===== config.mk =====
export PLATFORM = sky130hd
export DESIGN_NAME = de_regread_mp
export DESIGN_NICKNAME = d
export VERILOG_FILES = /design/src/rtl/de_pkg.sv /design/src/rtl/regfile_mp.sv /design/src/rtl/de_regread_mp.sv
export SDC_FILE = /design/constraint.sdc
export NUM_CORES = 2
export LEC_CHECK = 0
export CAP_MARGIN = 25
export CORE_MARGIN = 2
export CORE_UTILIZATION = 60
export DETAILED_ROUTE_END_ITERATION = 6
export PLACE_DENSITY = 0.78
export SYNTH_ARGS = -nofsm -noshare
export SYNTH_HDL_FRONTEND = slang
export SYNTH_HIERARCHICAL = 1
export SYNTH_SLANG_ARGS = --single-unit

===== constraint.sdc =====
create_clock -name CLK -period 15.4 [get_ports CLK]
set_clock_uncertainty 0.15 [all_clocks]
set_input_delay 4.62 -clock CLK [delete_from_list [all_inputs] [get_ports CLK]]
set_output_delay 4.62 -clock CLK [all_outputs]
set_load 0.02 [all_outputs]

===== src/rtl/de_pkg.sv =====
// Shared types and default sizes for the decode-stage operand-read slice.
package de_pkg;

    typedef enum logic [1:0] {
        IMM_ZERO   = 2'd0,
        IMM_SIGN   = 2'd1,
        IMM_UPPER  = 2'd2,
        IMM_BRANCH = 2'd3
    } imm_mode_t;

    localparam int DEF_XLEN = 32;
    localparam int DEF_NREG = 32;

endpackage


===== src/rtl/regfile_mp.sv =====
// Multi-port register file: NWR prioritised write ports (highest index wins),
// NRD raw combinational read ports, synchronous active-low clear.
module regfile_mp
    import de_pkg::*;
#(
    parameter int XLEN     = DEF_XLEN,
    parameter int NREG     = DEF_NREG,
    parameter int AW       = $clog2(NREG),
    parameter int NRD      = 2,
    parameter int NWR      = 2,
    parameter int ZERO_REG = 1
) (
    input  logic                clk,
    input  logic                rstN,
    input  logic [NWR-1:0]      we,
    input  logic [NWR*AW-1:0]   wa,
    input  logic [NWR*XLEN-1:0] wd,
    input  logic [NRD*AW-1:0]   ra,
    output logic [NRD*XLEN-1:0] rd
);

    logic [XLEN-1:0] regs [NREG];

    // Later loop iterations override earlier ones, giving the highest port priority.
    always_ff @(posedge clk) begin
        if (!rstN) begin
            for (int r = 0; r < NREG; r++) regs[r] <= '0;
        end else begin
            for (int j = 0; j < NWR; j++) begin
                if (we[j] && !(ZERO_REG != 0 && wa[j*AW +: AW] == '0))
                    regs[wa[j*AW +: AW]] <= wd[j*XLEN +: XLEN];
            end
        end
    end

    always_comb begin
        rd = '0;
        for (int i = 0; i < NRD; i++) rd[i*XLEN +: XLEN] = regs[ra[i*AW +: AW]];
    end

endmodule


===== src/rtl/de_regread_mp.sv =====
// Decode operand read: register file with writeback bypass, immediate
// extender and a pending-write scoreboard that drives the decode stall.
module de_regread_mp
    import de_pkg::*;
#(
    parameter  int XLEN     = DEF_XLEN,
    parameter  int NREG     = DEF_NREG,
    parameter  int NRD      = 2,
    parameter  int NWR      = 2,
    parameter  int ZERO_REG = 1,
    localparam int AW       = $clog2(NREG)
) (
    input  logic                CLK,
    input  logic                RST_N,
    input  logic [NRD*AW-1:0]   RaD,
    input  logic [NRD-1:0]      RdEnD,
    output logic [NRD*XLEN-1:0] RdD,
    input  logic [NWR-1:0]      WeW,
    input  logic [NWR*AW-1:0]   WaW,
    input  logic [NWR*XLEN-1:0] WdW,
    input  logic [15:0]         ImmD,
    input  imm_mode_t           ImmMode,
    output logic [XLEN-1:0]     ExtImmD,
    input  logic                SbSetV,
    input  logic [AW-1:0]       SbSetA,
    output logic                StallD,
    output logic [AW:0]         PendingCnt
);

    localparam int CW = AW + 1;

    logic [NRD*XLEN-1:0] rawRd;
    logic [NRD-1:0]      bypHit;
    logic [NRD-1:0]      isZero;
    logic [NREG-1:0]     pending;
    logic [NREG-1:0]     pendNext;
    logic [CW-1:0]       cntNext;
    logic signed [15:0]  immS;
    logic signed [31:0]  upperS;
    logic signed [17:0]  branchS;

    regfile_mp #(
        .XLEN(XLEN), .NREG(NREG), .AW(AW), .NRD(NRD), .NWR(NWR), .ZERO_REG(ZERO_REG)
    ) uRegfile (
        .clk (CLK),
        .rstN(RST_N),
        .we  (WeW),
        .wa  (WaW),
        .wd  (WdW),
        .ra  (RaD),
        .rd  (rawRd)
    );

    // Bypass and stall share the hit vector: a same-cycle writeback both
    // supplies the operand and resolves the pending hazard.
    always_comb begin
        RdD    = '0;
        bypHit = '0;
        isZero = '0;
        StallD = 1'b0;
        for (int i = 0; i < NRD; i++) begin
            isZero[i] = (ZERO_REG != 0) && (RaD[i*AW +: AW] == '0);
            RdD[i*XLEN +: XLEN] = rawRd[i*XLEN +: XLEN];
            for (int j = 0; j < NWR; j++) begin
                if (WeW[j] && WaW[j*AW +: AW] == RaD[i*AW +: AW] && !isZero[i]) begin
                    bypHit[i]           = 1'b1;
                    RdD[i*XLEN +: XLEN] = WdW[j*XLEN +: XLEN];
                end
            end
            if (isZero[i] || !RST_N) RdD[i*XLEN +: XLEN] = '0;
            if (RST_N && RdEnD[i] && pending[RaD[i*AW +: AW]] && !bypHit[i] && !isZero[i])
                StallD = 1'b1;
        end
    end

    always_comb begin
        immS    = signed'(ImmD);
        upperS  = signed'({ImmD, 16'h0000});
        branchS = signed'({ImmD, 2'b00});
        ExtImmD = '0;
        case (ImmMode)
            IMM_ZERO:   ExtImmD = XLEN'(ImmD);
            IMM_SIGN:   ExtImmD = XLEN'(immS);
            IMM_UPPER:  ExtImmD = XLEN'(upperS);
            IMM_BRANCH: ExtImmD = XLEN'(branchS);
            default:    ExtImmD = XLEN'(ImmD);
        endcase
    end

    // Set is applied after the clears so a new producer supersedes a retiring one.
    always_comb begin
        pendNext = pending;
        for (int j = 0; j < NWR; j++) begin
            if (WeW[j]) pendNext[WaW[j*AW +: AW]] = 1'b0;
        end
        if (SbSetV && !(ZERO_REG != 0 && SbSetA == '0)) pendNext[SbSetA] = 1'b1;
        cntNext = '0;
        for (int r = 0; r < NREG; r++) cntNext = cntNext + CW'(pendNext[r]);
    end

    always_ff @(posedge CLK) begin
        if (!RST_N) begin
            pending    <= '0;
            PendingCnt <= '0;
        end else begin
            pending    <= pendNext;
            PendingCnt <= cntNext;
        end
    end

endmodule

---- After elaboration in Yosys (flattened, before gate mapping) ----
Memory sizes are Yosys's and may differ from the RTL's.
Index checks and enable logic that the tools add are counted.
cells by class
  multiply operators ...................... 0
  bitwise operators ....................... 5
  reductions and logical operators ........ 40
  order comparisons ....................... 8
  shift-type cells ........................ 0
  muxes and demuxes ....................... 39
  $add $sub $neg .......................... 31
  divide/modulo/power cells ............... 0
  equality and inequality tests ........... 7
operators by type and width
  cell                  count
  $mux W32              11
  $add A6 B1 Y6         26
  $pmux W32 S4          1
  $and A32 B32 Y32      2
  $not A32 Y32          2
  $reduce_or A32 Y1     2
  $or A32 B32 Y32       1
  $lt A5 B6 Y1 const B  5
  $logic_not A5 Y1      5
  $logic_and A1 B1 Y1   22
  $eq A5 B5 Y1          4
  $mux W1               20
  $demux W1 S5          3
  $ge A5 B1 Y1 const B  3
  $bmux W1 S5           2
  $mux W5               2
  $logic_not A1 Y1      8
  $add A5 B1 Y6         1
  $add A4 B1 Y5         1
  $add A3 B1 Y4         1
  $eq A2 B2 Y1 const B  2
  $add A2 B1 Y3         1
  $add A1 B1 Y2         1
  $eq A2 B1 Y1 const B  1
  other kinds (2)       3
word-level totals
  memory bits (read-only) ................. 0
  bits in writable memories ............... 1024
  bits of input ports ..................... 114
  memories kept ........................... 1
  output and inout bits ................... 103
  register bits ........................... 38
  latch bits .............................. 0
  word-level logic and storage cells ...... 133
memories
  name           words  width  read ports  clocked after memory_dff  write ports  RTL line          source
  uRegfile.regs  32     32     2           0                         32           regfile_mp.sv:22  logic [XLEN-1:0] regs [NREG];

---- Longest topological paths before layout ----
  depth in word-level cells ............... 42
  mapped depth ............................ 21
  gate-level depth less buffers ........... 20

---- Cells and area by module ----
Netlist, hierarchy kept.
by module, submodules not included
  module         area an instance (um^2)  seq. area each (um^2)  cells an instance  times used
  regfile_mp     59582.1                  30749.5                4878               1
  de_regread_mp  5335.1                   760.7                  612                1

---- Worst setup path after synthesis ----
Ideal clock, no wire load.
  kind .................................... input to output
  from .................................... input RaD[1]
  to ...................................... output RdD[1]
  cell stages on the path ................. 10
  setup slack ............................. 4.128 ns
  buffers on the path ..................... 4
  required time ........................... 10.630 ns
  arrival time ............................ 6.502 ns
  cells stage by stage .................... buf_2 > buf_2 > buf_2 > buf_2 > mux2i_1 > a21oi_1 > nand3_1 > nand3_1 > mux2i_1 > a211oi_1
on the way
  elaborated cells on any way between the ends .. 13
  classes of those cells .................. eq/ne (2); mux (3); reduce/logical (7); memory (1)
RTL lines
  item                    RTL line             source
  start, declared         de_regread_mp.sv:15  input logic [NRD*AW-1:0] RaD,
  $mem_v2 Z32 W32         --
  via rawRd[1]            de_regread_mp.sv:32  logic [NRD*XLEN-1:0] rawRd;
  $mux W32 (2 in series)  de_regread_mp.sv:65  if (WeW[j] && WaW[j*AW +: AW] == RaD[i*AW +: AW] && !isZero[i]) begin
  $mux W32                de_regread_mp.sv:70  if (isZero[i] || !RST_N) RdD[i*XLEN +: XLEN] = '0;
  end, declared           de_regread_mp.sv:17  output logic [NRD*XLEN-1:0] RdD,
The timed path passes the listed nets, and every way through them passes these cells.

---- Final worst setup path ----
  from .................................... input RaD[2]
  to ...................................... output RdD[0]
on the way
  cells in the longest elaborated chain, start to end .. 6
  elaborated cells on any way between the ends .. 13
  classes of those cells .................. eq/ne (2); mux (3); reduce/logical (7); memory (1)
RTL lines
  item                                                     RTL line
  branches (longest 5 deep; another with $mem_v2 Z32 W32)  --
  $mux W32 *                                               de_regread_mp.sv:70
Every way passes the cells marked *.

==> impl_metrics.tcl <==
set metrics [dict create \
    avgSynthCellArea_sq_um 11.82 \
    slew_violations 0 \
    status "complete, but fails checks" \
    first_pass_iters 7 \
    crit_family "buffers and inverters" \
    top_usage_layer "met2" \
    ys_seq_area_share_pct 48.54 \
    layout.nets 5531 \
    finalHoldViolCount 0 \
    rows 120 \
    synth_seq_cells 1062 \
    synth_top_area_share_pct 47.37 \
    rsz0062_at_grt "false" \
    syn_to_final_growth_pct 11.07 \
    grt_pass1_wl_um 364600 \
    ctsResizeCount 0 \
    die_w_um 332.9 \
    vias 55480 \
    via_per_inst 8.056 \
    finalCriticalPeriod_ns 13.95 \
    path_buf_inv 3 \
    end_kind "output port" \
    ir_drop_uv 116.3 \
    synth_area_sq_um 64920 \
    crit_chain "clkdlybuf4s50_1, xor2_1, nor4_2, nand4_4, buf_4, mux2i_1, a211oi_1, clkdlybuf4s50_1" \
    seq_area_sq_um 31510 \
    clock_sinks 1062 \
    worstMarginPinSlew_ns 1.123 \
    grt_pass1_vias 53570 \
    port_buffers 216 \
    cts_tree "yes" \
    h-tree-depth 3 \
    relSlewSlack_pct 24.98 \
    fill_cells 7713 \
    final_antenna_net_count 0 \
    required_ns 10.63 \
    violations "DRC" \
    critPathMostFrequentCell "clkdlybuf4s50_1" \
    dieArea_sq_um 110800 \
    setup_tns_ns 0 \
    synthArstFlopShare_pct 0 \
    drv_cap 0 \
    yosysUniqueCellTypes 67 \
    cts.path.max_buffers 3 \
    clk_latency_ns 0.73 \
    cp_max_fo 19 \
    fp.dieH_um 332.9 \
    grt.overflow.total 0 \
    holdBufCountCts 0 \
    min_path_type "reg -> reg" \
    ys_warn_count 6 \
    grtUsageMet3_pct 17.79 \
    drc 72 \
    cpPeakStageDelay_ns 1.18 \
    grtUsageMet1_pct 54.33 \
    track_usage_pct 45.15 \
    criticalPathCategory "in -> out" \
    synth_top_area_cell "edfxtp_1" \
    gp_congestion 0.9664 \
    root_buffer "clkbuf_16" \
    arrival_ns 9.18 \
    leakage_nw 27.58 \
    drive_gt1_share_pct 9.799 \
    synth_edf_count 1024 \
    antenna_found_initial 7 \
    drt-total-wl_um 259100 \
    core_area_sq_um 107200 \
    ios 217 \
    syn_inst 5490 \
    multiInputGateArea_sq_um 30620 \
    dp_hpwl_um 144800 \
    start_util_pct 60.56 \
    cts_buffers 113 \
    synthTopCellsByArea "edfxtp_1 47%, mux2i_1 17%, a22o_1 15%" \
    crit_slowest_cell "clkdlybuf4s50_1" \
    fmax_ghz 0.07171 \
    grt_max_degree 128 \
    setup_viol 0 \
    cellPowerDensity_nw_per_um2 101.9 \
    synthFlopType "edfxtp_1" \
    critPathLaunchType "primary input" \
    grt_util_met2_pct 64.65 \
    p_total_mw 7.348 \
    synth_commonest_cells "1128 x a22o_1, 1093 x mux2i_1, 1024 x edfxtp_1, 398 x clkbuf_1, 252 x nand2_1" \
    min_period_over_period_pct 90.55 \
    yosysMostFrequentCell "a22o_1" \
    postCtsSetupRepairBufs 0 \
    cts.clk_slew.worst_paths_ns 0.05 \
    drtIter0Drc 10690 \
    wire_per_inst_um 37.63 \
]
[per-layer routing]
metal / part of all wire (%) / vias up
li1: - / 21550
met1: 32 / 26420
met2: 41 / 5863
met3: 17 / 1633
met4: 9.7 / 12
met5: 0.10 / -
[sequential cells by signal, summed over array words and instances, names as in the netlist]
signal	flops
PendingCnt	6
pending	32
uRegfile/regs	1024
[final timing paths]
path,startpoint,endpoint,slack [ns],cells after the start
min,pending[0],pending[0],0.43,2
min reg2reg,pending[0],pending[0],0.43,2
max reg2reg,pending[13],PendingCnt[4],9.96,16
max,RaD[2],RdD[0],1.45,8
[stage by stage]
| step | utilization [%] | worst slack [ns] | area (sq um) | instances | hold WS (ns) |
|---|---|---|---|---|---|
| global placement | 63.45 | 1.692 | 68020 | 6655 | 0.3771 |
| global route | 67.25 | 1.410 | 72090 | 6883 | 0.4648 |
| floorplan | - | 4.128 | 65030 | 5521 | 0.3278 |
| CTS | 67.18 | 1.602 | 72020 | 6879 | 0.4169 |
| detailed placement | 63.76 | 1.616 | 68350 | 6670 | 0.4082 |
| finish | 67.26 | 1.455 | 72100 | 6887 | 0.4283 |
[kinds of logic (layout without fill, tap and decap cells)]
| kind of cell | Yosys count | in the layout | synth area share (%) |
|---|---|---|---|
| XOR/XNOR | 21 | 21 | 0.2833 |
| flip-flops | 1062 | 1062 | 48.54 |
| multiplexers | 1111 | 1111 | 17.44 |
| AND/OR/NAND/NOR | 777 | 777 | 6.006 |
| other | 1 | 36 | 0.005777 |
| buffers and inverters | 743 | 702 | 5.125 |
| AO/OA/AOI/OAI | 1744 | 1744 | 21.72 |
| adder cells (fa/ha/maj) | 31 | 31 | 0.8750 |
[worst min-delay path: stages, from the launching register on]
cell     delay, ns
dfxtp_1       0.34
nand2_1       0.14
nor2_1        0.05
[area by class of cell]
type | instances | share of cell area [%]
sequential | 1062 | 43.70
multi-input combinational | 3716 | 42.47
timing repair buffer | 448 | 6.049
clock buffer | 142 | 4.141
tap | 1403 | 2.435
clock inverter | 67 | 0.9510
inverter | 45 | 0.2343
antenna | 4 | 0.01388
[power by group]
group / total, mW / switching (mW) / internal, mW
clock network: 2.78 / 1.20 / 1.58
registers: 3.43 / 0.0921 / 3.34
logic: 1.14 / 0.752 / 0.386
total: 7.35 / 2.04 / 5.31
[cells in the final DEF (no fill, tap or decap), drive strengths merged, types with 7 or more instances in the layout]
master / Yosys / routed
xor2: 13 / 13
o21ai: 17 / 17
fa: 24 / 24
a21oi: 196 / 196
conb: 1 / 32
nand3: 196 / 196
inv: 45 / 51
ha: 7 / 7
buf: 300 / 235
mux4: 16 / 16
a21o: 17 / 17
nor2b: 11 / 11
clkinv: 0 / 44
nor2: 140 / 140
nor3b: 17 / 17
mux2i: 1093 / 1093
clkdlybuf4s50: 0 / 213
nand3b: 34 / 34
a31oi: 64 / 64
and3b: 8 / 8
dfxtp: 38 / 38
and3: 8 / 8
nor3: 70 / 70
clkbuf: 398 / 142
a211oi: 34 / 34
o2bb2ai: 32 / 32
edfxtp: 1024 / 1024
and2: 16 / 16
nand2: 254 / 254
a22oi: 245 / 245
bufinv: 0 / 13
xnor2: 8 / 8
a22o: 1128 / 1128
Power figures use the tool's default switching activity.
